--- config.mk ---
export PLATFORM = sky130hd
export DESIGN_NAME = network_interface
export DESIGN_NICKNAME = d
export VERILOG_FILES = /design/src/rtl/network_interface.sv
export SDC_FILE = /design/constraint.sdc
export NUM_CORES = 1
export LEC_CHECK = 0
export BUFFER_PORTS_ARGS = -buffer_cell sky130_fd_sc_hd__buf_2
export CORE_ASPECT_RATIO = 1.75
export CORE_UTILIZATION = 51
export CTS_CLUSTER_SIZE = 24
export DETAILED_ROUTE_END_ITERATION = 8
export GPL_TIMING_DRIVEN = 0
export PLACE_DENSITY = 0.79
export SLEW_MARGIN = 20
export SYNTH_ARGS = -nofsm -noshare
export SYNTH_HDL_FRONTEND = slang
export SYNTH_SLANG_ARGS = --single-unit
--- constraint.sdc ---
create_clock -name clk -period 1.8 [get_ports clk]
set_input_delay 0.09 -clock clk [delete_from_list [all_inputs] [get_ports clk]]
set_output_delay 0.09 -clock clk [all_outputs]
set_load 0.1 [all_outputs]
--- src/rtl/network_interface.sv ---
// Network interface: core-side transmit FIFO feeding a router local port,
// plus a single-entry receive buffer. Optional NI_STATS_EN adds tx/rx counters.
module network_interface #(
    parameter int PL        = 8,
    parameter int CS        = 2,
    parameter int DEPTH     = 4,
    parameter int STALL_MAX = 15
) (
    input  logic                clk,
    input  logic                rst_n,
    input  logic [CS-1:0]       router_X,
    input  logic [CS-1:0]       router_Y,
    input  logic                core_valid,
    input  logic [CS-1:0]       core_dest_x,
    input  logic [CS-1:0]       core_dest_y,
    input  logic [PL-2-2*CS:0]  core_payload,
    output logic                core_ready,
    output logic [0:PL-1]       data_out,
    input  logic                availability_in,
    input  logic [0:PL-1]       data_in,
    output logic                availability_out,
    output logic                rx_valid,
    output logic [PL-2-2*CS:0]  rx_payload,
    output logic                rx_misrouted,
    input  logic                rx_ack,
    output logic                stall_err
`ifdef NI_STATS_EN
    ,
    output logic [15:0]         tx_count,
    output logic [15:0]         rx_count
`endif
);

    localparam int PW = PL - 1 - 2 * CS;
    localparam int AW = $clog2(DEPTH);
    localparam int CW = AW + 1;
    localparam int SW = $clog2(STALL_MAX + 1);

    typedef enum logic [1:0] {
        IDLE  = 2'd0,
        SEND  = 2'd1,
        STALL = 2'd2
    } state_t;

    state_t          state_q;
    state_t          state_d;
    logic [0:PL-1]   mem [DEPTH];
    logic [AW-1:0]   wr_ptr;
    logic [AW-1:0]   rd_ptr;
    logic [CW-1:0]   count;
    logic [CW-1:0]   count_d;
    logic [SW-1:0]   stall_cnt;
    logic [0:PL-1]   push_flit;
    logic [0:PL-1]   dout_d;
    logic            push;
    logic            pop;
    logic            stall_inc;
    logic            rx_take;
    logic [2*CS-1:0] rx_dest;

    assign core_ready       = rst_n & (count != CW'(DEPTH));
    assign push             = core_valid & core_ready;
    assign push_flit        = {1'b1, core_dest_x, core_dest_y, core_payload};
    assign availability_out = ~rx_valid | rx_ack;
    assign rx_take          = data_in[0] & availability_out;
    assign rx_dest          = data_in[1 +: 2*CS];

    // Next-state, next output flit and FIFO pop decision
    always_comb begin
        state_d   = state_q;
        dout_d    = data_out;
        pop       = 1'b0;
        stall_inc = 1'b0;
        unique case (state_q)
            IDLE: begin
                dout_d = '0;
                if (count != '0) begin
                    state_d = SEND;
                    dout_d  = mem[rd_ptr];
                end
            end
            SEND, STALL: begin
                if (availability_in) begin
                    pop = 1'b1;
                    if (count > CW'(1)) begin
                        state_d = SEND;
                        dout_d  = mem[rd_ptr + AW'(1)];
                    end else if (push) begin
                        state_d = SEND;
                        dout_d  = push_flit;
                    end else begin
                        state_d = IDLE;
                        dout_d  = '0;
                    end
                end else begin
                    state_d   = STALL;
                    stall_inc = 1'b1;
                end
            end
            default: begin
                state_d = IDLE;
                dout_d  = '0;
            end
        endcase
    end

    // FIFO occupancy update
    always_comb begin
        count_d = count;
        unique case ({push, pop})
            2'b10:   count_d = count + CW'(1);
            2'b01:   count_d = count - CW'(1);
            default: count_d = count;
        endcase
    end

    // FIFO storage; contents are don't-care while empty
    always_ff @(posedge clk) begin
        if (push) mem[wr_ptr] <= push_flit;
    end

    // Transmit state, pointers and held output flit
    always_ff @(posedge clk or negedge rst_n) begin
        if (!rst_n) begin
            state_q  <= IDLE;
            data_out <= '0;
            wr_ptr   <= '0;
            rd_ptr   <= '0;
            count    <= '0;
        end else begin
            state_q  <= state_d;
            data_out <= dout_d;
            count    <= count_d;
            if (push) wr_ptr <= wr_ptr + AW'(1);
            if (pop)  rd_ptr <= rd_ptr + AW'(1);
        end
    end

    // Stall counter and sticky error flag
    always_ff @(posedge clk or negedge rst_n) begin
        if (!rst_n) begin
            stall_cnt <= '0;
            stall_err <= 1'b0;
        end else if (pop) begin
            stall_cnt <= '0;
        end else if (stall_inc) begin
            if (stall_cnt != SW'(STALL_MAX)) stall_cnt <= stall_cnt + SW'(1);
            if (stall_cnt >= SW'(STALL_MAX - 1)) stall_err <= 1'b1;
        end
    end

    // Receive buffer: one packet held until the core acknowledges it
    always_ff @(posedge clk or negedge rst_n) begin
        if (!rst_n) begin
            rx_valid     <= 1'b0;
            rx_payload   <= '0;
            rx_misrouted <= 1'b0;
        end else if (rx_take) begin
            rx_valid     <= 1'b1;
            rx_payload   <= data_in[1+2*CS +: PW];
            rx_misrouted <= (rx_dest != {router_X, router_Y});
        end else if (rx_ack & rx_valid) begin
            rx_valid <= 1'b0;
        end
    end

`ifdef NI_STATS_EN
    // Saturating transfer counters
    always_ff @(posedge clk or negedge rst_n) begin
        if (!rst_n) begin
            tx_count <= '0;
            rx_count <= '0;
        end else begin
            if (pop && tx_count != 16'hFFFF) tx_count <= tx_count + 16'd1;
            if (rx_take && rx_count != 16'hFFFF) rx_count <= rx_count + 16'd1;
        end
    end
`endif

endmodule
# [Word-level counts from Yosys, hierarchy flattened]
# Memory sizes are Yosys's and may differ from the RTL's.
# Index checks and enable logic that the tools add are counted.
[word_totals] ff_bits=27 mem_bits_rw=28 inputBits=24 out_inout_bits=16 elab_cells=65 memories=1
[op_classes] n_addsub=5 magnitude_cmp=2 n_eq_ne=9 muxes=22 bitwise_logic=7 n_reduce_logical=9
[mem_list] memory="mem" depth=4 word_bits=7 read_ports=2 rd_ports_with_merged_regs=0 write_ports=1 line_no="47" rtl="logic [0:PL-1] mem [DEPTH];"
[ops] operator="$mux W8" n=4
[ops] operator="$pmux W8 S2" n=1
[ops] operator="$mux W4" n=3
[ops] operator="$mux W1" n=10
[ops] operator="$reduce_bool A2 Y1" n=4
[ops] operator="$pmux W3 S2" n=1
[ops] operator="$add A2 B1 Y2 const B" n=2
[ops] operator="$add A4 B1 Y4 const B" n=1
[ops] operator="$and A1 B1 Y1" n=4
[ops] operator="$eq A2 B1 Y1 const B" n=2
[ops] operator="$eq A2 B2 Y1 const B" n=2
[ops] operator="$ge A4 B4 Y1 const B" n=1
[ops] operator="$mux W2" n=2
[ops] operator="$ne A2 B2 Y1 const B" n=2
[ops] operator="$ne A4 B4 Y1" n=1
[ops] operator="$ne A4 B4 Y1 const B" n=1
[ops] operator="$pmux W2 S2" n=1
[ops] operator="$add A3 B1 Y3 const B" n=1
[ops] operator="$gt A3 B1 Y1 const B" n=1
[ops] operator="$ne A3 B3 Y1 const B" n=1
[ops] operator="$reduce_and A3 Y1" n=1
[ops] operator="$reduce_bool A3 Y1" n=1
[ops] operator="$sub A3 B1 Y3 const B" n=1
[ops] operator="$logic_not A2 Y1" n=1
[ops] operator="other kinds (4)" n=5

# [Longest topological paths before layout]
# Gate-level depths: netlist of run 1.
[logic_depth] depth_word=7 mapped_depth=9 ltp_nobuf=8

# [Worst setup path before layout of run 1]
# Ideal clock, no wire load.
[synth_path] kind="register to output" from="reg count[0]" to="out core_ready" t_arrival_ps=2874 required_ps=1710 setup_slack_ps=-1164 stages_incl_launch_ff=4 n_path_buf=0 path_cell_list="dfrtp_1 > inv_1 > ha_1 > a21boi_0"
[synth_via] elab_chain_cells=2
[synth_lines] item="start, declared" line_no="50" rtl="logic [CW-1:0] count;"
[synth_lines] item="start signal, assigned" line_no="133" rtl="count <= count_d;"
[synth_lines] item="$ne A3 B3 Y1" line_no="61" rtl="assign core_ready = rst_n & (count != CW'(DEPTH));"
[synth_lines] item="$and A1 B1 Y1" line_no="61"
[synth_lines] item="end, declared" line_no="17" rtl="output logic core_ready,"
# No other way between the ends.

# [Worst setup path in the final report of run 1]
[layout_path] from="reg count[1]" to="mem mem[1][0] (netlist bit), enable pin"
[layout_via] elab_chain_cells=5
[layout_lines] item="$ne A3 B3 Y1" line_no="61"
[layout_lines] item="$and A1 B1 Y1" line_no="61"
[layout_lines] item="$and A1 B1 Y1" line_no="62" rtl="assign push = core_valid & core_ready;"
[layout_lines] item="$mux W1" line_no="119" rtl="if (push) mem[wr_ptr] <= push_flit;"
[layout_lines] item="$mux W1 (not written as such)" line_no="119"
[layout_lines] item="end, declared" line_no="47"
# No other way between the ends.

==> metrics, run 1 <==
result of the run complete, but fails checks; violated checks design-rule violations; mux share of post-synthesis cell area 13.6%; Synth area leader edfxtp_1; leakage power 1.38 nW; XOR/XNOR Fraction of Synth Area 3.86%; Worst Hold End rx_payload[1]; Num CTS Buffers 5; Layout Nets 292; Core ar. 5060 µm²; Post-Syn Area 2720 µm²; RSZ-0062 raised after global routing no; Post-Synthesis Cells 194; worst endpoint required time 1.78 ns; post-synth top area share 30.9%; Port-buffer cells 39; GPL Wtd Cong 0.736; largest family of logic cells by synthesized area multiplexers; global route overflow 0; post-placement cell area 3000 µm²; Root Driver clkbuf_8; largest net degree at the start of global routing 28; ant diodes 0; Pwr Total 5.50 mW; Hold/Removal Path Class input port to flop; vias per cell 5.74; clk slew on worst S/H paths 0.09 ns; setup violators final 0; post-synthesis adder-cell area fraction 5.98%; global-route wire length before repair 8490 µm; hold path depth 2; vias in the first global route 1754; Post-DRT Antenna Nets 0; most frequent cells in the layout buf_2 (40), edfxtp_1 (28), dfrtp_1 (26); per-cell routed wire length 17.0 µm; DRT Pass-1 Iters 6; met1 usage 23.9%; setup TNS 0 ns; R2R Path Start count[1]; share of layout cells above drive strength 1 39.1%; Clock Latency Late Sink 0.31 ns; die area 5640 µm²; R2R Path End mem[1][0]; final instance area 3290 µm²; Logic pwr share 54.2%; initial antenna violation count 0; sequential share of power 33.5%; r2r setup slk 0.1 ns; Distinct cells, synth 39; Sink Count 55; via count 1778; clk_skew 0.00672 ns; switching portion of total power 43.8%; area delta synth->final 21.0%; Setup WS pre-CTS -0.490 ns; Ports 40; Initial Utilization 53.7%; Avg Inst Size Synth 14.0 µm²; met3 Use GR 4.33%; GR peak layer met2; yosys warns 0; fmax 0.588 GHz; crit path max fanout 7; clk buf depth 2; dpl hpwl 3700 µm; Worst slew margin 67.6%; compound-cell area share of the yosys netlist 7.96%; most common cell after layout, fill and taps aside buf_2; dominant cells by area after synthesis edfxtp_1 (31%), dfrtp_1 (25%), mux4_2 (12%), ha_1 (6.0%), nand2_1 (2.6%); Synth Net Count 231; R2R depth 5; Tot GR Track Use 20.3%; Tightest Pin Transition 0.489 ns; final hold violations 0; Post-synth EDFFs 28; max cap viols 0; H-tree depth 2; die height 98.6 µm; Die X 57.2 µm; Worst setup EP type flop; max-slew violation count 0; Fin Hold WS 0.00691 ns; Internal 3.09 mW; Async SR Flop Fraction 49.1%; Critical Path Start Type flop; Synth Flop Type edfxtp_1; final wirelength 5270 µm; P_sw 2.41 mW; DRC 2; Peak supply drop 0.737 mV; clock network power share 12.3%; DR iter-0 viols 44; register area share after synthesis 55.7%; Critical Path AT 1.68 ns; Tmin final 1.70 ns; critical path startpoint count[1]; simple-gate share of the synthesized area 8.46%; Worst Min Path Start data_in[6]; CTS tree yes; met2 Use GR 35.7%; fin worst setup slack 0.0992 ns; Final period util 94.5%; CP Class flop to flop; Seq cells post-synth 55; row count 34; PD cells 1670 nW/µm²
==> power groups by stage <==
| stage | clock network, mW | logic, mW | registers [mW] |
|---|---|---|---|
| floorplan | 0 | 1.59 | 2.47 |
| global placement | 0 | 2.65 | 1.85 |
| detailed placement | 0 | 2.72 | 1.86 |
| CTS | 0.685 | 2.86 | 1.84 |
| global route | 0.725 | 3.24 | 1.88 |
| finish | 0.673 | 2.98 | 1.84 |
==> how the worst max path moves through the flow <==
stage | endpoint | slack, ns | depth (start not counted)
CTS | data_out[1] | 0.006 | 5
global route | data_out[2] | 0.006 | 8
global placement | mem[0][4] | -0.46 | 4
finish | mem[1][0] | 0.1 | 5
detailed placement | count[2] | -0.49 | 7
floorplan | count[2] | -0.01 | 8
==> Yosys cell counts, types with 3 or more instances <==
| cell type | n |
|---|---|
| xnor2_1 | 5 |
| edfxtp_1 | 28 |
| ha_1 | 13 |
| and2_1 | 4 |
| nand2_1 | 19 |
| nand3_1 | 4 |
| xor2_1 | 7 |
| inv_1 | 18 |
| o211ai_1 | 7 |
| dfrtp_1 | 27 |
| o21ai_0 | 5 |
| nand2b_1 | 3 |
| nor2_1 | 4 |
| mux4_2 | 14 |
| mux2_2 | 4 |
| a22oi_1 | 7 |
==> stage by stage <==
step                      std cells  utilization [%]
after detailed placement        287             59.2
final                           310             65.0
after floorplan                 194                -
after global placement          287             59.2
after global routing            310             65.0
after CTS                       305             63.1
==> routing by layer <==
| metal | wire, µm | part of all wire [%] | vias up |
|---|---|---|---|
| li1 | - | - | 833 |
| met5 | 0 | 0 | - |
| met4 | 122 | 2.3 | 0 |
| met3 | 203 | 3.9 | 12 |
| met2 | 2960 | 56 | 49 |
| met1 | 1980 | 38 | 884 |
==> state kept, by name (all words and copies together) (netlist names) <==
register and cells:
stall_err 1, wr_ptr 2, mem 28, rx_valid 1, rx_misrouted 1, rx_payload 3, stall_cnt 4, data_out 8
state_q 2, rd_ptr 2, count 3
==> cell type report <==
cell class | count | area [µm²]
Buffer | 6 | 57.6
Clock buffer | 5 | 68.8
Clock inverter | 3 | 20.0
Fill cell | 391 | 1770
Inverter | 18 | 70.1
Multi-Input combinational cell | 115 | 1150
Sequential cell | 55 | 1520
Tap cell | 54 | 67.6
Timing Repair Buffer | 54 | 338
==> cell families (layout without fill, tap and decap cells) <==
logic type      count (synthesis)  after routing
simple gates                   41             41
xor+xnor                       12             12
compound gates                 30             30
fa+ha+maj                      13             13
flops                          55             55
mux                            19             19
buf+inv                        24             86
==> critical path, cell delays in order, from the launching register on <==
cell     delay [ns]
dfrtp_1        0.40
inv_1          0.09
ha_2           0.21
a21oi_4        0.20
buf_4          0.13
and2_1         0.34
==> repair_timing <==
item,in CTS,in global routing
hold buffers,4,1
resized for setup,5,15
endpoints found under the setup margin,38,10
pin swaps,3,3
endpoints found under the hold margin,30,1
setup buffers,6,4
Power figures use the tool's default switching activity.
==> run 2, diff against run 1 <==
==> constraint.sdc (replaced) <==
create_clock -name clk -period 1.8 [get_ports clk]
set_input_delay 0.09 -clock clk [delete_from_list [all_inputs] [get_ports clk]]
set_output_delay 0.09 -clock clk [all_outputs]
set_load 0.005 [all_outputs]
==> run 2 against run 1 <==
Against the previous run:
- the flow still finishes with violations (design-rule violations)
- sequential share of layout area down 0.91 points
- fmax about the same
- core utilization is 1.3 points higher
==> metrics, run 2 (same netlist as run 1, synthesis figures left out) <==
largest net degree at the start of global routing 28 (unchanged); area delta synth->final 23.3%; max reg flops 28 (unchanged); DRC 2 (unchanged); most frequent cells in the layout buf_2 (40), edfxtp_1 (28), dfrtp_1 (27); Tightest Pin Transition 0.407 ns (-0.0826 ns); Clock Latency Late Sink 0.34 ns (+0.03 ns); DRT Pass-1 Iters 6 (unchanged); post-placement cell area 2980 µm² (-0.42%); Internal 3.15 mW (+1.8%); Initial Utilization 53.7% (unchanged); crit path max fanout 7 (unchanged); via count 1821 (+2.4%); fillers 378 (-3.3%); Peak supply drop 0.836 mV (+13%); dpl hpwl 3560 µm (-3.7%); max cap viols 0 (unchanged); die height 98.6 µm (unchanged); Critical Path AT 1.95 ns (+0.27 ns); PD cells 1470 nW/µm² (-12%); vias per cell 5.73 (-0.16%); vias in the first global route 1880 (+7.2%); Ports 40 (unchanged); Worst slew margin 72.9% (+5.3 points); clk_skew 0.0193 ns (+0.0125 ns); fmax 0.588 GHz (about the same); setup violators final 0 (unchanged); result of the run complete, but fails checks; Logic pwr share 47.2% (-7.0 points); Tmin final 1.70 ns (+0.00114 ns); Sink Count 55 (unchanged); Largest regs mem (28), data_out (8), stall_cnt (4); sequential share of power 37.3% (+3.8 points); Setup WS pre-CTS -0.487 ns (+0.00356 ns); worst endpoint required time 2.05 ns (+0.27 ns); slowest CP cell dfrtp_1; Num CTS Buffers 5 (unchanged); die area 5640 µm² (unchanged); crit-path most repeated cell inv_1; row count 34 (unchanged); clk slew on worst S/H paths 0.10 ns (about the same); Hold/Removal Path Class input port to flop; Tot GR Track Use 21.4% (+1.1 points); per-cell routed wire length 17.3 µm (+2.1%); most common cell after layout, fill and taps aside buf_2; Critical Path Start Type flop; Root Driver clkbuf_8; most flop-heavy register mem; GPL Wtd Cong 0.771 (+4.8%); clock network power share 15.5% (+3.2 points); Die X 57.2 µm (unchanged); initial antenna violation count 0 (unchanged); ant diodes 0 (unchanged); global-route wire length before repair 8800 µm (+3.7%); worst path cell trace inv_1, ha_2, a21oi_4, inv_1, ha_4, mux2i_1, nor2_1, xor2_1; Worst setup EP type flop; switching portion of total power 36.1% (-7.7 points); Largest delay share family, worst path flip-flops; share of layout cells above drive strength 1 36.0% (-3.1 points); Layout Nets 300 (+2.7%); max-slew violation count 0 (unchanged); Post-DRT Antenna Nets 0 (unchanged); global route overflow 0 (unchanged); final instance area 3350 µm² (+1.9%); P_sw 1.78 mW (-26%); leakage power 1.42 nW (+3.1%); Buf+Inv Stages, Crit Path 2 (unchanged); fin worst setup slack 0.0980 ns (-0.00114 ns); violated checks design-rule violations; Port-buffer cells 39 (unchanged); H-tree depth 2 (unchanged); final wirelength 5520 µm (+4.7%); CTS tree yes; Core ar. 5060 µm² (unchanged); final hold violations 0 (unchanged); Final period util 94.6% (about the same); slowest stage delay, CP 0.39 ns (about the same); clk buf depth 2 (unchanged); DR iter-0 viols 43 (-2.3%); CP Class flop to flop
## run 2: power groups by stage
stage	Clock (mW)	Combinational [mW]	Sequential (mW)
after floorplan	0	1.53	1.82
after global routing	0.817	2.56	1.88
after global placement	0	1.93	1.84
after detailed placement	0	1.99	1.86
after CTS	0.759	2.15	1.83
final	0.765	2.32	1.84
## run 2: metrics by stage
step | hold WS [ns] | power (mW) | instances | util, % | TNS [ns]
floorplan | -0.206 | 3.35 | 194 | - | 0
global placement | 0.172 | 3.77 | 287 | 58.9 | -13.09
detailed placement | 0.172 | 3.85 | 287 | 58.9 | -13.92
CTS | 0.00137 | 4.74 | 311 | 64.5 | 0
global route | 0.0207 | 5.25 | 318 | 66.3 | -0.0108
finish | 0.0165 | 4.93 | 318 | 66.3 | 0
## run 2: final timing paths
| path | startpoint | endpoint | slack [ns] | depth (start not counted) |
|---|---|---|---|---|
| min | core_payload[1] | mem[3][1] | 0.02 | 1 |
| min reg2reg | stall_err | stall_err | 0.47 | 1 |
| min in group asynchronous | rst_n | data_out[5] | 0.28 | 3 |
| max reg2reg | count[1] | count[2] | 0.1 | 8 |
| max in group asynchronous | rst_n | wr_ptr[1] | 1.35 | 3 |
| max | count[1] | count[2] | 0.1 | 8 |
## run 2: metal layers
metal | global-route usage, % | wire, µm | vias up
met1 | 24.5 | 2150 | 911
met5 | 0 | 0 | -
met2 | 37.2 | 3040 | 58
li1 | - | - | 844
met3 | 3.28 | 222 | 8
met4 | 12.0 | 107 | 0
## run 2: layout make-up
type,instances,area [µm²],area share (%)
multi-input cells,115,1130,33.6
plain buffers,6,57.6,1.72
clock inverters,3,31.3,0.932
repair buffers,62,415,12.4
well taps,54,67.6,2.01
inverters,18,70.1,2.09
clock buffers,5,68.8,2.05
flip-flops and latches,55,1520,45.2
## run 2: worst reg2reg max path, stage by stage, from the launching register on
cell,delay (ns)
dfrtp_1,0.39
inv_1,0.09
ha_2,0.21
a21oi_4,0.23
inv_1,0.11
ha_4,0.18
mux2i_1,0.11
nor2_1,0.14
xor2_1,0.17
## run 2: repair_timing
item,CTS,global route
pin swaps,3,4
buffers inserted,5,6
hold buffers,11,1
endpoints found under the setup margin,38,21
endpoints found under the hold margin,46,2
resized for setup,7,10
